### config.mk
export PLATFORM = sky130hd
export DESIGN_NAME = hazard_stall_ctrl_flat
export DESIGN_NICKNAME = d
export VERILOG_FILES = /design/src/rtl/hazard_stall_ctrl_if.sv /design/src/rtl/hazard_stall_ctrl.sv /design/src/flat_wrapper.sv
export SDC_FILE = /design/constraint.sdc
export NUM_CORES = 1
export LEC_CHECK = 0
export ABC_AREA = 1
export BUFFER_PORTS_ARGS = -buffer_cell sky130_fd_sc_hd__buf_2
export CAP_MARGIN = 10
export CORE_MARGIN = 2
export CORE_UTILIZATION = 47
export CTS_CLUSTER_SIZE = 24
export DETAILED_ROUTE_END_ITERATION = 8
export PLACE_DENSITY = 0.81
export SYNTH_ARGS = -nofsm -noshare
export SYNTH_HDL_FRONTEND = slang
export SYNTH_SLANG_ARGS = --single-unit
### constraint.sdc
create_clock -name Clk -period 1.7 [get_ports Clk]
set_input_delay 0.34 -clock Clk [delete_from_list [all_inputs] [get_ports Clk]]
set_output_delay 0.34 -clock Clk [all_outputs]
set_load 0.01 [all_outputs]
### src/rtl/hazard_stall_ctrl_if.sv
// Hazard/stall control bus: pipeline hazard sources in, stage enables and perf counters out.
// The master drives the hazard sources; the slave is the stall controller.
interface hazard_stall_ctrl_if #(
    parameter int CNT_W = 16
);
    logic [4:0]       ID_rs;
    logic [4:0]       ID_rt;
    logic [4:0]       EX_rt;
    logic             EX_MemRead;
    logic             branch_taken;
    logic             mem_busy;
    logic             PCWrite;
    logic             IF_IDWrite;
    logic             IF_IDFlush;
    logic             ID_EXBubble;
    logic             ID_EXWrite;
    logic [1:0]       ctrl_state;
    logic [CNT_W-1:0] stall_cycles;
    logic [CNT_W-1:0] flush_cycles;

    modport master (
        output ID_rs, ID_rt, EX_rt, EX_MemRead, branch_taken, mem_busy,
        input  PCWrite, IF_IDWrite, IF_IDFlush, ID_EXBubble, ID_EXWrite,
        input  ctrl_state, stall_cycles, flush_cycles
    );

    modport slave (
        input  ID_rs, ID_rt, EX_rt, EX_MemRead, branch_taken, mem_busy,
        output PCWrite, IF_IDWrite, IF_IDFlush, ID_EXBubble, ID_EXWrite,
        output ctrl_state, stall_cycles, flush_cycles
    );
endinterface

### src/rtl/hazard_stall_ctrl.sv
// Pipeline hazard controller: load-use stall, multi-cycle branch flush and memory freeze,
// with combinational stage enables and saturating stall/flush event counters.
module hazard_stall_ctrl #(
    parameter int FLUSH_CYCLES = 1,
    parameter int CNT_W        = 16
) (
    input logic                Clk,
    input logic                rst,
    hazard_stall_ctrl_if.slave bus
);
    typedef enum logic [1:0] {
        RUN     = 2'd0,
        FLUSH   = 2'd1,
        MEMWAIT = 2'd2
    } state_t;

    localparam logic [2:0] FLUSH_INIT = 3'((FLUSH_CYCLES >= 2) ? (FLUSH_CYCLES - 2) : 0);

    state_t           state_q, state_d;
    state_t           held_q, held_d;
    state_t           eff_state;
    logic [2:0]       cnt_q, cnt_d;
    logic [CNT_W-1:0] stall_q, flush_q;
    logic             load_use;
    logic             stall_ev;
    logic             pc_we, ifid_we, ifid_flush, idex_bubble, idex_we;

    function automatic logic [CNT_W-1:0] sat_inc(input logic [CNT_W-1:0] v, input logic en);
        return (en && (v != {CNT_W{1'b1}})) ? v + 1'b1 : v;
    endfunction

    assign load_use = bus.EX_MemRead && (bus.EX_rt != 5'd0) &&
                      ((bus.EX_rt == bus.ID_rs) || (bus.EX_rt == bus.ID_rt));

    // Leaving MEMWAIT resumes the frozen state in the same cycle, so decode from the held state.
    assign eff_state = (state_q == MEMWAIT) ? held_q : state_q;

    always_comb begin
        pc_we       = 1'b0;
        ifid_we     = 1'b0;
        ifid_flush  = 1'b0;
        idex_bubble = 1'b0;
        idex_we     = 1'b0;
        stall_ev    = 1'b0;
        state_d     = state_q;
        held_d      = held_q;
        cnt_d       = cnt_q;
        if (rst) begin
            state_d = RUN;
        end else if (bus.mem_busy) begin
            state_d  = MEMWAIT;
            stall_ev = 1'b1;
            if (state_q != MEMWAIT) held_d = state_q;
        end else begin
            case (eff_state)
                FLUSH: begin
                    ifid_flush  = 1'b1;
                    idex_bubble = 1'b1;
                    idex_we     = 1'b1;
                    if (cnt_q == 3'd0) begin
                        state_d = RUN;
                    end else begin
                        state_d = FLUSH;
                        cnt_d   = cnt_q - 3'd1;
                    end
                end
                default: begin
                    state_d = RUN;
                    if (load_use) begin
                        idex_bubble = 1'b1;
                        idex_we     = 1'b1;
                        stall_ev    = 1'b1;
                    end else if (bus.branch_taken) begin
                        pc_we      = 1'b1;
                        ifid_we    = 1'b1;
                        ifid_flush = 1'b1;
                        idex_we    = 1'b1;
                        if (FLUSH_CYCLES > 1) begin
                            state_d = FLUSH;
                            cnt_d   = FLUSH_INIT;
                        end
                    end else begin
                        pc_we   = 1'b1;
                        ifid_we = 1'b1;
                        idex_we = 1'b1;
                    end
                end
            endcase
        end
    end

    always_ff @(posedge Clk) begin
        if (rst) begin
            state_q <= RUN;
            held_q  <= RUN;
            cnt_q   <= 3'd0;
            stall_q <= '0;
            flush_q <= '0;
        end else begin
            state_q <= state_d;
            held_q  <= held_d;
            cnt_q   <= cnt_d;
            stall_q <= sat_inc(stall_q, stall_ev);
            flush_q <= sat_inc(flush_q, ifid_flush);
        end
    end

    assign bus.PCWrite      = pc_we;
    assign bus.IF_IDWrite   = ifid_we;
    assign bus.IF_IDFlush   = ifid_flush;
    assign bus.ID_EXBubble  = idex_bubble;
    assign bus.ID_EXWrite   = idex_we;
    assign bus.ctrl_state   = state_q;
    assign bus.stall_cycles = stall_q;
    assign bus.flush_cycles = flush_q;
endmodule

### src/flat_wrapper.sv
// flat-port wrapper written by rule: the top's interface ports become plain ports
module hazard_stall_ctrl_flat 
#(
    parameter int FLUSH_CYCLES = 1,
    parameter int CNT_W        = 16
)
  (Clk, rst, bus_ID_rs, bus_ID_rt, bus_EX_rt, bus_EX_MemRead, bus_branch_taken, bus_mem_busy, bus_PCWrite, bus_IF_IDWrite, bus_IF_IDFlush, bus_ID_EXBubble, bus_ID_EXWrite, bus_ctrl_state, bus_stall_cycles, bus_flush_cycles);
  hazard_stall_ctrl_if #(.CNT_W(CNT_W)) bus_i ();
  input logic Clk;
  input logic rst;
  input wire logic [$bits(bus_i.ID_rs)-1:0] bus_ID_rs;
  input wire logic [$bits(bus_i.ID_rt)-1:0] bus_ID_rt;
  input wire logic [$bits(bus_i.EX_rt)-1:0] bus_EX_rt;
  input wire logic [$bits(bus_i.EX_MemRead)-1:0] bus_EX_MemRead;
  input wire logic [$bits(bus_i.branch_taken)-1:0] bus_branch_taken;
  input wire logic [$bits(bus_i.mem_busy)-1:0] bus_mem_busy;
  output wire logic [$bits(bus_i.PCWrite)-1:0] bus_PCWrite;
  output wire logic [$bits(bus_i.IF_IDWrite)-1:0] bus_IF_IDWrite;
  output wire logic [$bits(bus_i.IF_IDFlush)-1:0] bus_IF_IDFlush;
  output wire logic [$bits(bus_i.ID_EXBubble)-1:0] bus_ID_EXBubble;
  output wire logic [$bits(bus_i.ID_EXWrite)-1:0] bus_ID_EXWrite;
  output wire logic [$bits(bus_i.ctrl_state)-1:0] bus_ctrl_state;
  output wire logic [$bits(bus_i.stall_cycles)-1:0] bus_stall_cycles;
  output wire logic [$bits(bus_i.flush_cycles)-1:0] bus_flush_cycles;
  assign bus_i.ID_rs = bus_ID_rs;
  assign bus_i.ID_rt = bus_ID_rt;
  assign bus_i.EX_rt = bus_EX_rt;
  assign bus_i.EX_MemRead = bus_EX_MemRead;
  assign bus_i.branch_taken = bus_branch_taken;
  assign bus_i.mem_busy = bus_mem_busy;
  assign bus_PCWrite = bus_i.PCWrite;
  assign bus_IF_IDWrite = bus_i.IF_IDWrite;
  assign bus_IF_IDFlush = bus_i.IF_IDFlush;
  assign bus_ID_EXBubble = bus_i.ID_EXBubble;
  assign bus_ID_EXWrite = bus_i.ID_EXWrite;
  assign bus_ctrl_state = bus_i.ctrl_state;
  assign bus_stall_cycles = bus_i.stall_cycles;
  assign bus_flush_cycles = bus_i.flush_cycles;
  hazard_stall_ctrl #(.FLUSH_CYCLES(FLUSH_CYCLES), .CNT_W(CNT_W)) u_core (.Clk(Clk), .rst(rst), .bus(bus_i));
endmodule
Word level (Yosys, flattened, before mapping)
Index checks and enable logic that the tools add are counted.
{ "classes": {"order_cmp": 0, "n_mux": 22, "n_bitwise": 3, "multipliers": 0, "add_sub_neg": 3, "n_eq_ne": 7, "div_mod_pow": 0, "shifts": 0, "n_reduce_logical": 10} }
{ "ops": {"columns": ["operator", "count"], "rows": [
  ["$add A16 B1 Y16 const B", 2],
  ["$ne A16 B16 Y1 const B", 2],
  ["$mux W1", 20],
  ["$eq A5 B5 Y1", 2],
  ["$reduce_bool A5 Y1", 1],
  ["$logic_and A1 B1 Y1", 4],
  ["$mux W2", 2],
  ["$logic_not A3 Y1", 1],
  ["$not A1 Y1", 3],
  ["$reduce_and A3 Y1", 1],
  ["$reduce_or A3 Y1", 1],
  ["$sub A3 B1 Y3 const B", 1],
  ["$eq A2 B1 Y1 const B", 1],
  ["$eq A2 B2 Y1 const B", 1],
  ["$ne A2 B2 Y1 const B", 1],
  ["$reduce_and A2 Y1", 1],
  ["$logic_or A1 B1 Y1", 1]
]} }
{ "word_totals": {"latch_bits": 0, "mem_bits_rw": 0, "mem_bits_ro": 0, "word_cells": 51, "in_bits": 20, "memories": 0, "register_bits": 39, "out_inout_bits": 39} }

Depth between registers and ports, before layout
{ "depth": {"depth_word": 8, "depth_mapped": 13, "depth_no_buf": 12} }

Worst setup path after synthesis
No wires, ideal clock.
{ "synth_path": {"path_type": "register -> register", "start": "register u_core.flush_q[0], in the netlist u_core.bus.flush_cycles[0]", "end": "register u_core.flush_q[13], in the netlist u_core.bus.flush_cycles[13]", "path_buffers": 1, "synth_period_minus_slack_ps": 1823, "setup_time_ps": 134, "required_time_ps": 1566, "t_arrival_ps": 1689, "slack_ps": -123, "path_stages_with_launch": 10, "path_cell_list": "dfxtp_1 -> ha_1 -> nand2_2 -> nor3_4 -> nand2_2 -> inv_2 -> nand4_4 -> clkbuf_1 -> nand3_1 -> a21oi_1"} }
{ "synth_via": {"elab_chain_len": 2, "elab_cells_between_ends": 3, "classes_between": "1 x add/sub; 1 x eq/ne; 1 x reduce/logical"} }
{ "synth_rtl": {"columns": ["item", "line_no", "text"], "rows": [
  ["start: declaration", "hazard_stall_ctrl.sv:23", "logic [CNT_W-1:0] stall_q, flush_q;"],
  ["start signal: assignment", "hazard_stall_ctrl.sv:104", "flush_q <= sat_inc(flush_q, ifid_flush);"],
  ["parallel branches: the longest is 2 deep, another holds $add A16 B1 Y16", null, null]
]} }
Several ways; the timed one is not identified.
A chain may end at the register's enable or synchronous reset.

Worst setup path in the final report
{ "layout_path": {"start": "register u_core.flush_q[7], in the netlist u_core.bus.flush_cycles[7]", "end": "register u_core.flush_q[12], in the netlist u_core.bus.flush_cycles[12]"} }
Same word-level chain as after synthesis.

==> results.cfg <==
[logic_synthesis]
synth_ff_type = dfxtp_1
synth_top_area_cell = dfxtp_1
syn_avg_cell_area_um2 = 6.81
synth_edf_count = 0
synth_top_area_share = 0.316
seq_area_frac_synth = 0.316
synthCells = 363
synth_nets = 387
yosys_warnings = 0
yosysUniqueCellTypes = 31
netlist_area_mm2 = 0.00247
ys_async_sr_fraction = 0
ys_seq_elements = 39
synth_area_leaders = dfxtp_1 32%, nand2_1 12%, nand3_1 10%, a21oi_1 6.9%, xor2_1 6.4%

[layout]
finish.utilization = 0.633
layout_common_cells = 72 x nand2_1, 53 x buf_2, 47 x nand3_1, 35 x inv_1, 34 x a21oi_1
layout_commonest_cell = nand2_1
regArea_um2 = 796
nets = 469
fillers = 460
final_area_mm2 = 0.00323
drive_gt1_frac = 0.328
multi_input_area_mm2 = 0.00154
syn2layout_area_growth_pct = 30.8
antenna_cells = 0

[global_routing]
grt_pass1_vias = 2367
track_usage = 0.207
grt_pass1_wl_um = 10100
grt-ovfl-total = 0
grt_max_degree = 18
antenna_found_initial = 0

[timing]
relSlewSlack = 0.777
setup_violations = 0
fin_crit_ps = 1670
fmax_mhz = 597
final-max-slew-violation-count = 0
fin_hold_ws_ps = 339
rsz0062_at_grt = true
fin_crit_sh = 0.985
clock_skew_ps = 5.86
final-hold-violation-count = 0
worstMarginPinSlew_ps = 332

[setup_path]
crit_slowest_cell = dfxtp_1
cpMostUsedCell = nor2_1
startpoint = u_core.bus.flush_cycles[7]
worstPathCellList = nand2_1 -> nor3_2 -> nand2_2 -> inv_2 -> nand4_4 -> buf_6 -> nand3_1 -> nor2_1 -> nor2_1
cp.arrival_ps = 1910
start_kind = flop
path_buf_inv = 2
worstSetupPathType = flop to flop
path_max_fanout = 5
worstPathRequired_ps = 1930
reg2reg_from = u_core.bus.flush_cycles[7]
crit_family = simple AND/OR/NAND/NOR gates
crit_path_end_kind = flop
cpPeakStageDelay_ps = 410

[clocking]
numCtsBuffers = 5
ctsHoldBuffers = 0
cts_tree = done
h-tree-depth = 2
clock_insertion_delay_worst_skew_ps = 290
cts_num_sinks = 39
cts.path.max_buffers = 2
root_buffer = clkbuf_8
cts.clk_slew.worst_paths_ps = 70

[run]
max_cap_violations = 0

[worst_hold_path]
holdCritStartpoint = rst
hold_class = primary input to flop

[floorplan]
core_mm2 = 0.00511
io_pins = 59
dieArea_mm2 = 0.00586
start_util = 0.484
rows = 26
die_w_um = 76.5
die_h_um = 76.5

[place]
io_buffer_count = 58
postPlaceCellArea_mm2 = 0.00293
place_congestion = 0.899
dp_hpwl_um = 4430

[power]
pwr_density_cell_mw_per_mm2 = 537
p_leak_uw = 0.00143
power_frac_clock = 0.343
switching_share = 0.257
p_comb_frac = 0.121
vdd_drop_max_mv = 0.465
switchingPower_uw = 447
intPower_uw = 1290
p_seq_frac = 0.536

[routing]
post-route-drc-count = 0
wl_per_cell_um = 12.3
drtIter0Drc = 172
drtPass1Iterations = 4
ant_nets = 0
vias_per_cell = 5.10
vias = 2628
wl_um = 6330

[status]
status = complete, no violations
-- kinds of logic (layout without fill, tap and decap cells) --
kind of cell	Yosys count	count (layout)	synth area share
XOR/XNOR	27	27	0.0956
buffers and inverters	58	139	0.113
adder cells (fa/ha/maj)	4	4	0.0202
AND/OR/NAND/NOR	190	191	0.363
AO/OA/AOI/OAI	45	45	0.0926
flip-flops	39	39	0.316
-- what timing repair did --
| action | in CTS | in global routing |
|---|---|---|
| cloned | 0 | 2 |
| gates resized for setup | 8 | 45 |
| endpoints found under the setup margin | 4 | 35 |
| setup buffers | 1 | 4 |
| pin swaps | 1 | 12 |
-- final timing paths --
check | end | slack, ps | cells past startpoint
worst max-delay path | u_core.bus.flush_cycles[12] | 30 | 9
worst min-delay path | u_core.bus.ctrl_state[1] | 340 | 2
worst max register to register | u_core.bus.flush_cycles[12] | 30 | 9
worst min register to register | u_core.cnt_q[0] | 460 | 1
-- Yosys cell counts (3+ instances only) --
| library cell | count |
|---|---|
| nand2_1 | 81 |
| nand3_1 | 51 |
| dfxtp_1 | 39 |
| inv_1 | 39 |
| a21oi_1 | 34 |
| nor2_1 | 30 |
| xor2_1 | 18 |
| o21ai_0 | 9 |
| xnor2_1 | 9 |
| nor3_1 | 8 |
| clkbuf_1 | 6 |
| nand2_2 | 5 |
| ha_1 | 4 |
| inv_2 | 4 |
| nand4_1 | 4 |
| clkbuf_8 | 3 |
-- cell type report --
type / instances / area share
inverter: 44 / 0.0519
sequential: 39 / 0.246
timing repair buffer: 88 / 0.174
multi-input combinational: 267 / 0.478
tap: 70 / 0.0271
clock buffer: 7 / 0.0236
-- state kept, by name (all words and copies together), names as in the netlist --
signal                   cells
u_core.bus.flush_cycles     16
u_core.bus.stall_cycles     16
u_core.cnt_q                 3
u_core.bus.ctrl_state        2
u_core.held_q                2
-- through the flow --
step | cells | TNS, ps | total power [uW] | setup WS, ps
2_1_floorplan | 363 | 0 | 1070 | 4.41
3_3_place_gp | 501 | 0 | 1120 | 40.5
3_5_place_dp | 501 | 0 | 1130 | 16.6
4_1_cts | 509 | 0 | 1730 | 2.84
5_1_grt | 515 | -364 | 1810 | -61.1
6_report | 515 | 0 | 1740 | 25.5
-- power by group through the flow --
stage          Clock, uW  Combinational [uW]  Sequential, uW
2_1_floorplan          0                 110             955
3_3_place_gp           0                 176             949
6_report             596                 210             930
5_1_grt              643                 234             931
3_5_place_dp           0                 179             950
4_1_cts              617                 183             928
-- per-layer routing --
metal / vias up / track usage / part of all wire / wire, um
met5: - / 0 / 0 / 0
met4: 0 / 0.0673 / 0.012 / 76
met3: 8 / 0.0391 / 0.045 / 284
met2: 62 / 0.363 / 0.49 / 3110
met1: 1216 / 0.254 / 0.45 / 2860
li1: 1342 / - / - / -
Note: power is estimated with default switching activity, not from simulation.
